File: src/rtl/display_pkg.sv
// Shared display types for the framebuffer pixel path.
//   rgb565_t         : framebuffer word {r5, g6, b5}
//   rgb888_t         : stream pixel {r8, g8, b8}
//   streamer_state_e : scan-out controller states
//   rgb565_to_888    : colour expansion by MSB replication
package display_pkg;

  localparam int DEFAULT_WIDTH  = 320;
  localparam int DEFAULT_HEIGHT = 240;

  typedef struct packed {
    logic [4:0] r;
    logic [5:0] g;
    logic [4:0] b;
  } rgb565_t;

  typedef struct packed {
    logic [7:0] r;
    logic [7:0] g;
    logic [7:0] b;
  } rgb888_t;

  typedef enum logic [1:0] {
    IDLE      = 2'd0,
    WAIT_SYNC = 2'd1,
    STREAM    = 2'd2,
    DRAIN     = 2'd3
  } streamer_state_e;

  // Replicating the top bits into the new LSBs maps full-scale to full-scale
  // (0x1F -> 0xFF) and zero to zero, with no multiplier.
  function automatic rgb888_t rgb565_to_888(input rgb565_t p);
    rgb888_t q;
    q.r = {p.r, p.r[4:2]};
    q.g = {p.g, p.g[5:4]};
    q.b = {p.b, p.b[4:2]};
    return q;
  endfunction

endpackage

File: src/rtl/sync_fifo.sv
// Single-clock FIFO with the head entry visible combinationally.
//   clk_i, rst_i : clock, synchronous active-high reset (empties the FIFO)
//   push_i       : write data_i (ignored when full unless popping too)
//   pop_i        : remove the head entry (ignored when empty)
//   data_o       : head entry, valid while empty_o is low
//   empty_o      : no entries
//   full_o       : DEPTH entries
//   count_o      : number of entries, 0..DEPTH
module sync_fifo #(
  parameter int WIDTH_BITS = 16,
  parameter int DEPTH      = 4,
  localparam int PTR_W     = $clog2(DEPTH),
  localparam int CNT_W     = PTR_W + 1
) (
  input  logic                  clk_i,
  input  logic                  rst_i,
  input  logic                  push_i,
  input  logic [WIDTH_BITS-1:0] data_i,
  input  logic                  pop_i,
  output logic [WIDTH_BITS-1:0] data_o,
  output logic                  empty_o,
  output logic                  full_o,
  output logic [CNT_W-1:0]      count_o
);

  logic [WIDTH_BITS-1:0] mem_q [DEPTH];
  logic [PTR_W-1:0]      wr_ptr_q, wr_ptr_d;
  logic [PTR_W-1:0]      rd_ptr_q, rd_ptr_d;
  logic [CNT_W-1:0]      count_q,  count_d;
  logic                  do_push, do_pop;

  assign empty_o = (count_q == '0);
  assign full_o  = (count_q == CNT_W'(DEPTH));
  assign count_o = count_q;
  assign data_o  = mem_q[rd_ptr_q];

  assign do_pop  = pop_i && !empty_o;
  assign do_push = push_i && (!full_o || do_pop);

  // DEPTH is a power of two, so the pointers wrap by plain overflow.
  always_comb begin
    wr_ptr_d = wr_ptr_q;
    rd_ptr_d = rd_ptr_q;
    count_d  = count_q;
    if (do_push) wr_ptr_d = wr_ptr_q + PTR_W'(1);
    if (do_pop)  rd_ptr_d = rd_ptr_q + PTR_W'(1);
    count_d = count_q + CNT_W'(do_push) - CNT_W'(do_pop);
  end

  // NOTE: sequential state is written with <= so every register samples the
  // pre-edge values; blocking assignments here would create ordering races.
  always_ff @(posedge clk_i) begin
    if (rst_i) begin
      wr_ptr_q <= '0;
      rd_ptr_q <= '0;
      count_q  <= '0;
    end else begin
      wr_ptr_q <= wr_ptr_d;
      rd_ptr_q <= rd_ptr_d;
      count_q  <= count_d;
    end
  end

  // NOTE: the storage array has no reset; count_q alone says which entries
  // are live, and leaving it unreset lets it map onto plain RAM/flops.
  always_ff @(posedge clk_i) begin
    if (do_push) mem_q[wr_ptr_q] <= data_i;
  end

endmodule

File: src/rtl/fb_pixel_streamer.sv
// Scans one framebuffer frame out of a 1-cycle-latency RAM per toggle of the
// display's frame index and presents it as an RGB888 valid/ready stream.
//   clk_i, rst_i   : clock, synchronous active-high reset
//   enable_i       : allows new frames to start
//   frame_idx_i    : each toggle requests one frame
//   fb_rd_en_o     : framebuffer read strobe
//   fb_addr_o      : framebuffer word address (0 when not reading)
//   fb_rdata_i     : RGB565 word, valid one cycle after fb_rd_en_o
//   pixel_valid_o  : pixel available
//   pixel_ready_i  : sink accepts pixel
//   pixel_data_o   : {R8, G8, B8}
//   busy_o         : a frame is being read or drained
//   frame_done_o   : pulse when the last pixel of a frame is accepted
//   overrun_o      : sticky, a toggle arrived while busy
module fb_pixel_streamer
  import display_pkg::*;
#(
  parameter int WIDTH      = DEFAULT_WIDTH,
  parameter int HEIGHT     = DEFAULT_HEIGHT,
  parameter int ADDR_W     = 17,
  parameter int FB_BASE    = 0,
  parameter int FIFO_DEPTH = 4
) (
  input  logic              clk_i,
  input  logic              rst_i,
  input  logic              enable_i,
  input  logic              frame_idx_i,
  output logic              fb_rd_en_o,
  output logic [ADDR_W-1:0] fb_addr_o,
  input  logic [15:0]       fb_rdata_i,
  output logic              pixel_valid_o,
  input  logic              pixel_ready_i,
  output logic [23:0]       pixel_data_o,
  output logic              busy_o,
  output logic              frame_done_o,
  output logic              overrun_o
);

  localparam int NPIX   = WIDTH * HEIGHT;
  localparam int CNT_W  = $clog2(NPIX + 1);
  localparam int FCNT_W = $clog2(FIFO_DEPTH) + 1;
  localparam longint unsigned FB_END = longint'(FB_BASE) + longint'(NPIX);

  if (FB_END > (64'd1 << ADDR_W)) begin : g_addr_range_check
    $error("fb_pixel_streamer: FB_BASE + WIDTH*HEIGHT exceeds 2**ADDR_W");
  end
  if ((FIFO_DEPTH < 2) || ((FIFO_DEPTH & (FIFO_DEPTH - 1)) != 0)) begin : g_depth_check
    $error("fb_pixel_streamer: FIFO_DEPTH must be a power of two >= 2");
  end

  streamer_state_e   state_q, state_d;
  logic              frame_idx_q;
  logic [ADDR_W-1:0] rd_addr_q, rd_addr_d;
  logic [CNT_W-1:0]  rd_cnt_q,  rd_cnt_d;
  logic              inflight_q;
  logic              overrun_q, overrun_d;

  logic              tog, busy, issue, pop, last_xfer, done;
  logic              fifo_empty, fifo_full;
  logic [FCNT_W-1:0] fifo_count, occ_after_pop;
  logic              credit_ok, more_to_read;
  rgb565_t           head;

  sync_fifo #(
    .WIDTH_BITS (16),
    .DEPTH      (FIFO_DEPTH)
  ) u_fifo (
    .clk_i   (clk_i),
    .rst_i   (rst_i),
    .push_i  (inflight_q),
    .data_i  (fb_rdata_i),
    .pop_i   (pop),
    .data_o  (head),
    .empty_o (fifo_empty),
    .full_o  (fifo_full),
    .count_o (fifo_count)
  );

  assign tog  = frame_idx_i ^ frame_idx_q;
  assign busy = (state_q == STREAM) || (state_q == DRAIN);
  assign pop  = !fifo_empty && pixel_ready_i;

  // Credit counts the in-flight read as already occupying a slot and frees
  // the slot being popped this cycle, so a full FIFO can refill back-to-back.
  assign occ_after_pop = fifo_count - FCNT_W'(pop);
  assign credit_ok     = ({1'b0, occ_after_pop} + (FCNT_W + 1)'(inflight_q))
                         < (FCNT_W + 1)'(FIFO_DEPTH);
  assign more_to_read  = rd_cnt_q < CNT_W'(NPIX);

  // Last pixel of the frame: nothing left in flight and one entry leaving.
  assign last_xfer = pop && !inflight_q && (fifo_count == FCNT_W'(1));

  // NOTE: every signal driven here gets a default before the case, so no path
  // leaves one unassigned and no latch is inferred.
  always_comb begin
    state_d   = state_q;
    rd_addr_d = rd_addr_q;
    rd_cnt_d  = rd_cnt_q;
    issue     = 1'b0;
    done      = 1'b0;
    overrun_d = overrun_q | (tog & busy);
    unique case (state_q)
      IDLE: begin
        if (enable_i) state_d = WAIT_SYNC;
      end
      WAIT_SYNC: begin
        if (!enable_i) begin
          state_d = IDLE;
        end else if (tog) begin
          state_d   = STREAM;
          rd_addr_d = ADDR_W'(FB_BASE);
          rd_cnt_d  = '0;
        end
      end
      STREAM: begin
        issue = credit_ok && more_to_read;
        if (issue) begin
          rd_addr_d = rd_addr_q + ADDR_W'(1);
          rd_cnt_d  = rd_cnt_q + CNT_W'(1);
        end
        if (rd_cnt_d == CNT_W'(NPIX)) state_d = DRAIN;
      end
      DRAIN: begin
        if (last_xfer) begin
          done    = 1'b1;
          state_d = enable_i ? WAIT_SYNC : IDLE;
        end
      end
      default: state_d = IDLE;
    endcase
  end

  always_ff @(posedge clk_i) begin
    frame_idx_q <= frame_idx_i;
    if (rst_i) begin
      state_q    <= IDLE;
      rd_addr_q  <= '0;
      rd_cnt_q   <= '0;
      inflight_q <= 1'b0;
      overrun_q  <= 1'b0;
    end else begin
      state_q    <= state_d;
      rd_addr_q  <= rd_addr_d;
      rd_cnt_q   <= rd_cnt_d;
      inflight_q <= issue;
      overrun_q  <= overrun_d;
    end
  end

  assign fb_rd_en_o    = issue;
  assign fb_addr_o     = issue ? rd_addr_q : '0;
  assign pixel_valid_o = !fifo_empty;
  assign pixel_data_o  = rgb565_to_888(head);
  assign busy_o        = busy;
  assign frame_done_o  = done;
  assign overrun_o     = overrun_q;

  // The credit rule must keep a returning read from landing on a full FIFO.
  a_no_overflow: assert property (@(posedge clk_i) disable iff (rst_i)
    !(inflight_q && fifo_full && !pop));

endmodule

File: config.mk
export PLATFORM = sky130hd
export DESIGN_NAME = fb_pixel_streamer
export DESIGN_NICKNAME = d
export VERILOG_FILES = /design/src/rtl/display_pkg.sv /design/src/rtl/sync_fifo.sv /design/src/rtl/fb_pixel_streamer.sv
export SDC_FILE = /design/constraint.sdc
export NUM_CORES = 1
export LEC_CHECK = 0
export ABC_AREA = 1
export ABC_CLOCK_PERIOD_IN_PS = 2500
export BUFFER_PORTS_ARGS = -buffer_cell sky130_fd_sc_hd__buf_2
export CORE_MARGIN = 4
export CORE_UTILIZATION = 40
export CTS_CLUSTER_SIZE = 8
export DETAILED_ROUTE_END_ITERATION = 6
export HOLD_SLACK_MARGIN = 0.05
export PLACE_DENSITY = 0.71
export SYNTH_ARGS = -nofsm -noshare
export SYNTH_HDL_FRONTEND = slang
export SYNTH_HIERARCHICAL = 1
export SYNTH_SLANG_ARGS = --single-unit
export TNS_END_PERCENT = 5
File: constraint.sdc
create_clock -name clk_i -period 2.5 [get_ports clk_i]
set_input_delay 0.125 -clock clk_i [delete_from_list [all_inputs] [get_ports clk_i]]
set_output_delay 0.125 -clock clk_i [all_outputs]
set_load 0.05 [all_outputs]
# ---- After elaboration in Yosys (flattened, before gate mapping)
# Memories as Yosys holds them, arrays and structs flattened. A register that Yosys moved wholly into a read port is not among the register bits.
# Cells that the tools add are included.
dict set report totals {
  ff_bits 46
  ram_bits 64
  wordCells 75
  mem_count 1
}
# name words word_bits rd rd_clocked_by_memory_dff write_ports line_no
set memory_table {}
lappend memory_table {u_fifo.mem_q 4 16 1 1 1 sync_fifo.sv:26} ;# logic [WIDTH_BITS-1:0] mem_q [DEPTH];
dict set report classes {
  n_addsub 8
  n_lt_le_gt_ge 2
  eq_ne 13
  mux 22
  bitwise 3
  n_reduce_logical 17
}
# operator n
set ops {}
lappend ops {{17-bit 2-to-1 mux} 6}
lappend ops {{17-bit one-hot mux with 2 select lines} 2}
lappend ops {{17-bit by 1-bit adder with 17-bit output, second input constant} 2}
lappend ops {{17-bit equality test, second input constant} 1}
lappend ops {{17-bit less-than comparator, second input constant} 1}
lappend ops {{2-bit 2-to-1 mux} 7}
lappend ops {{2-bit inequality test, second input constant} 4}
lappend ops {{2-bit one-hot mux with 4 select lines} 1}
lappend ops {{4-bit AND reduction} 2}
lappend ops {{1-bit logical AND} 6}
lappend ops {{1-bit 2-to-1 mux} 6}
lappend ops {{3-bit by 1-bit subtractor with 3-bit output} 2}
lappend ops {{2-bit by 1-bit adder with 2-bit output, second input constant} 2}
lappend ops {{3-bit by 1-bit adder with 4-bit output} 1}
lappend ops {{2-bit equality test, second input constant} 2}
lappend ops {{4-bit by 3-bit less-than comparator with 1-bit output, second input constant} 1}
lappend ops {{2-bit by 1-bit inequality test with 1-bit output, second input constant} 2}
lappend ops {{3-bit by 1-bit adder with 3-bit output} 1}
lappend ops {{3-bit by 1-bit equality test with 1-bit output, second input constant} 1}
lappend ops {{3-bit equality test, second input constant} 1}
lappend ops {{1-bit zero test} 3}
lappend ops {{3-bit zero test} 1}
lappend ops {{3-bit inequality test, second input constant} 1}
lappend ops {{3-bit AND reduction} 1}
lappend ops {{7 further kinds} 8}

# ---- Depth between registers and ports, before layout
dict set report logic_depth {
  depth_word 12
  depth_mapped 21
  ltp_nobuf 20
}

# ---- Cells and area by module
# Netlist, hierarchy kept.
# mod instances cells_each area_per_inst_um2 seq_area_each_um2
set modules_own_cells {}
lappend modules_own_cells {sync_fifo 1 223 2856.5 2102.0}
lappend modules_own_cells {fb_pixel_streamer 1 431 2678.8 780.7}

# ---- Worst setup path before layout
# OpenSTA, ideal clock, no wires.
dict set report synth_path {
  path_type {reg2out}
  start {register u_fifo.count_q[2] (netlist: u_fifo/count_o[2])}
  end {output fb_addr_o[10]}
  t_arrival_ns 2.761
  required_ns 2.375
  slack_ns -0.386
  stages_incl_launch_ff 15
  path_buffers 2
  path_cell_list {dfxtp_1 > inv_2 > nand2_2 > inv_1 > inv_2 > nand2_1 > nor2_1 > ha_1 > xnor2_2 > nand2_2 > nor2_4 > nand2_4 > buf_2 > buf_2 > nor2_1}
}
dict set report synth_between {
  elab_chain_cells 9
}
# item line_no
set synth_lines {}
lappend synth_lines {{start: declaration} sync_fifo.sv:29} ;# logic [CNT_W-1:0] count_q, count_d;
lappend synth_lines {{start signal: assignment} sync_fifo.sv:60} ;# count_q <= count_d;
lappend synth_lines {{3-bit zero test} sync_fifo.sv:32} ;# assign empty_o = (count_q == '0);
lappend synth_lines {{net fifo_empty} fb_pixel_streamer.sv:59} ;# logic fifo_empty, fifo_full;
lappend synth_lines {{1-bit zero test} -}
lappend synth_lines {{net pixel_valid_o} fb_pixel_streamer.sv:31} ;# output logic pixel_valid_o,
lappend synth_lines {{1-bit logical AND} fb_pixel_streamer.sv:81} ;# assign pop = !fifo_empty && pixel_ready_i;
lappend synth_lines {{3-bit by 1-bit subtractor with 3-bit output} fb_pixel_streamer.sv:85} ;# assign occ_after_pop = fifo_count - FCNT_W'(pop);
lappend synth_lines {{3-bit by 1-bit adder with 4-bit output} fb_pixel_streamer.sv:86} ;# assign credit_ok = ({1'b0, occ_after_pop} + (FCNT_W + 1)'(inflight_q))
lappend synth_lines {{4-bit by 3-bit less-than comparator with 1-bit output} fb_pixel_streamer.sv:87} ;# < (FCNT_W + 1)'(FIFO_DEPTH);
lappend synth_lines {{1-bit logical AND} fb_pixel_streamer.sv:116} ;# issue = credit_ok && more_to_read;
lappend synth_lines {{1-bit 2-to-1 mux} fb_pixel_streamer.sv:102} ;# unique case (state_q)
lappend synth_lines {{17-bit 2-to-1 mux} fb_pixel_streamer.sv:151} ;# assign fb_addr_o = issue ? rd_addr_q : '0;
lappend synth_lines {{end: declaration} fb_pixel_streamer.sv:29} ;# output logic [ADDR_W-1:0] fb_addr_o,
# The timed path passes the listed nets, and every way through them passes these cells.

# ---- Worst setup path after layout
dict set report layout_path {
  start {register u_fifo.count_q[0] (netlist: u_fifo/count_o[0])}
  end {output fb_addr_o[1]}
}
dict set report layout_between {
  elab_chain_cells 9
}
# item line_no
set layout_lines {}
lappend layout_lines {{3-bit zero test} sync_fifo.sv:32}
lappend layout_lines {{net fifo_empty} fb_pixel_streamer.sv:59}
lappend layout_lines {{1-bit zero test} fb_pixel_streamer.sv:81}
lappend layout_lines {{1-bit logical AND} fb_pixel_streamer.sv:81}
lappend layout_lines {{3-bit by 1-bit subtractor with 3-bit output} fb_pixel_streamer.sv:85}
lappend layout_lines {{3-bit by 1-bit adder with 4-bit output} fb_pixel_streamer.sv:86}
lappend layout_lines {{4-bit by 3-bit less-than comparator with 1-bit output} fb_pixel_streamer.sv:87}
lappend layout_lines {{1-bit logical AND} fb_pixel_streamer.sv:116}
lappend layout_lines {{1-bit 2-to-1 mux} fb_pixel_streamer.sv:102}
lappend layout_lines {{17-bit 2-to-1 mux} fb_pixel_streamer.sv:151}
# The timed path passes the listed nets, and every way through them passes these cells.

==> results.ini <==
[worst_setup_path]
arrival_ps=2290
end_kind=output port
required_ps=2380
critical_path.top_delay_family=simple AND/OR/NAND/NOR gates
crit_top_cell=nand2_2
path_cells=nor2_4 -> nand2_2 -> inv_2 -> inv_2 -> nand2_2 -> nor2_1 -> ha_1 -> xnor2_2 -> nand2_2 -> nor2_4 -> nand2_4 -> buf_12 -> nor2_1 -> buf_4
worst-path-buf-inv=4
reg2reg_from=u_fifo/count_o[0]$_SDFF_PP0_
crit_slowest_cell=dfxtp_2
slowest_delay_ps=340
crit_type=register to output port
cp-start-kind=register
startpoint=u_fifo/count_o[0]$_SDFF_PP0_
crit_fanout=10

[sta]
fin_tns_setup_ps=0
finalHoldViolCount=0
min_period_ps=2410
slew_headroom_pct=20.0
finClkSkew_ps=12.9
rsz0062_at_grt=yes
finalCritPeriodShare_pct=96.5
worst_pin_slew_ps=1190
finalMaxSlewViolations=0
setup_viol_count_final=0
max_freq_ghz=0.415
hold_slack_ps=179

[global_route]
grt_pass1_wl_mm=20.6
antenna_found_initial=0
use_met1_pct=21.1
gr-total-overflow=0
grtUsageMet2_pct=25.7
grt_pass1_vias=4309
grt_busiest_layer=met2
grt_max_degree=33
grt_usage_pct=15.8
gr-usage-met3_pct=3.67

[clocking]
clk_pin_slew_ps=80
clockRootBuffer=clkbuf_16
cts_inserted_buffers=9
cts_tree=built
cts.sinks=112
cts_max_level=3
clk_latency_ps=350
cts_buffer_depth=2

[yosys]
synth_cells=653
syn-cell-area_mm2=0.00553
syn_area_per_cell_um2=8.47
yosysWarnings=6
syn_nets=683

[power]
power_switching_mw=0.922
combinationalPowerShare_pct=7.8
intPower_mw=2.78
leakagePower_nw=2.61
power_frac_seq_pct=53.4
vdd_drop_max_v=0.000338
power.share.switching_pct=24.9
power.density_mw_per_mm2=540
pwr-share-clk_pct=38.8
power_mw=3.70

[status]
outcome=finished, final reports clean

[place]
io_buffers=66
dp_hpwl_mm=8.02
gp_congestion=0.847

[cells_and_area]
area_growth_pct=23.8
layout-drive-gt1-share_pct=23.1
nNetsFinal=775
antennaDiodeCount=0
post-route-util_pct=51.1

[floorplan]
io_pins=67
core_area_mm2=0.0134
die_area_mm2=0.0158
die_x_um=126
die_h_um=126
initial_utilization_pct=41.3
row_count=42

[route]
drtAntennaViolNets=0
dr.pass1.iters=5
routed-via-count=4574
via_per_inst=4.94
drc=0
avgRoutedWirePerCell_um=13.2
routed_wl_mm=12.2
initialDrtViolationCount=339

[min_path]
min_path_type=input pin to register
hold_start=enable_i

[run]
cap_viol_max_count=0

==> stage by stage <==
stage | area, um2 | cells | setup slack (ps)
floorplan | 5560 | 653 | -220
global placement | 6040 | 881 | 74.4
detailed placement | 6040 | 881 | -15.5
CTS | 6680 | 921 | 45.9
global route | 6850 | 926 | -109
finish | 6850 | 926 | 87.9
==> layout make-up <==
type	count	area, um2
Fill cell	1252	6550
Multi-Input combinational cell	442	2320
Inverter	72	270
Sequential cell	112	2890
Tap cell	176	220
Clock inverter	7	81.3
Clock buffer	9	225
Timing Repair Buffer	108	845
==> path summary, 6_finish.rpt <==
kind | cells after the start | slack (ps) | end
max | 14 | 90 | fb_addr_o[1]
min | 4 | 180 | state_q[0]$_SDFFE_PP0P_
max reg2reg | 22 | 90 | state_q[0]$_SDFFE_PP0P_
min reg2reg | 1 | 490 | overrun_o$_SDFF_PP0_
==> layer usage <==
| metal | wire length (um) | up-vias |
|---|---|---|
| li1 | - | 2343 |
| met1 | 5580 | 2109 |
| met2 | 5850 | 113 |
| met3 | 641 | 9 |
| met4 | 119 | 0 |
| met5 | 0 | - |
==> timing repair <==
item | in CTS | in global routing
cloned | 1 | 0
endpoints found under the setup margin | 19 | 24
pin swaps | 4 | 17
gates resized for setup | 30 | 38
buffers inserted | 6 | 5
hold buffers | 17 | 0
hold endpoints to repair | 65 | 0
==> cells in the final DEF, fill, tap and decap left out, drive strengths merged <==
master / n
o21ai: 47
a211o: 1
o21a: 2
and3: 1
o22ai: 16
clkinv: 4
a221oi: 1
dlygate4sd3: 17
xnor2: 3
nand2: 156
nor4: 2
edfxtp: 64
nand3: 26
clkbuf: 9
dfxtp: 48
nand3b: 1
buf: 91
a21boi: 1
nor2: 105
nand4: 14
or4: 1
a21oi: 38
o211a: 1
ha: 8
or2: 1
nor3: 9
fa: 1
xor2: 7
inv: 75
==> state kept, by name (all words and copies together), names as in the netlist, named ones only <==
signal and count:
state_q 1, overrun_o 1, u_fifo/wr_ptr_q 2, rd_addr_q 17
frame_idx_q 1, u_fifo/rd_ptr_q 2, u_fifo/mem_q 64, rd_cnt_q 17
inflight_q 1, u_fifo/count_o 3
==> tightest hold or removal path: cells and delay by family <==
family                 cells  cell delay [ps]
buffers and inverters      1              100
and+or+nand+nor            1               60
AOI/OAI and AO/OA          2              210
==> power by group through the flow <==
stage	registers, mW	logic (mW)	clock network, mW
final	1.98	0.287	1.44
after detailed placement	2.02	0.238	0
after global routing	1.98	0.316	1.55
after CTS	1.98	0.274	1.47
after global placement	2.02	0.235	0
after floorplan	2.02	0.165	0
(Power assumes the default switching activity.)
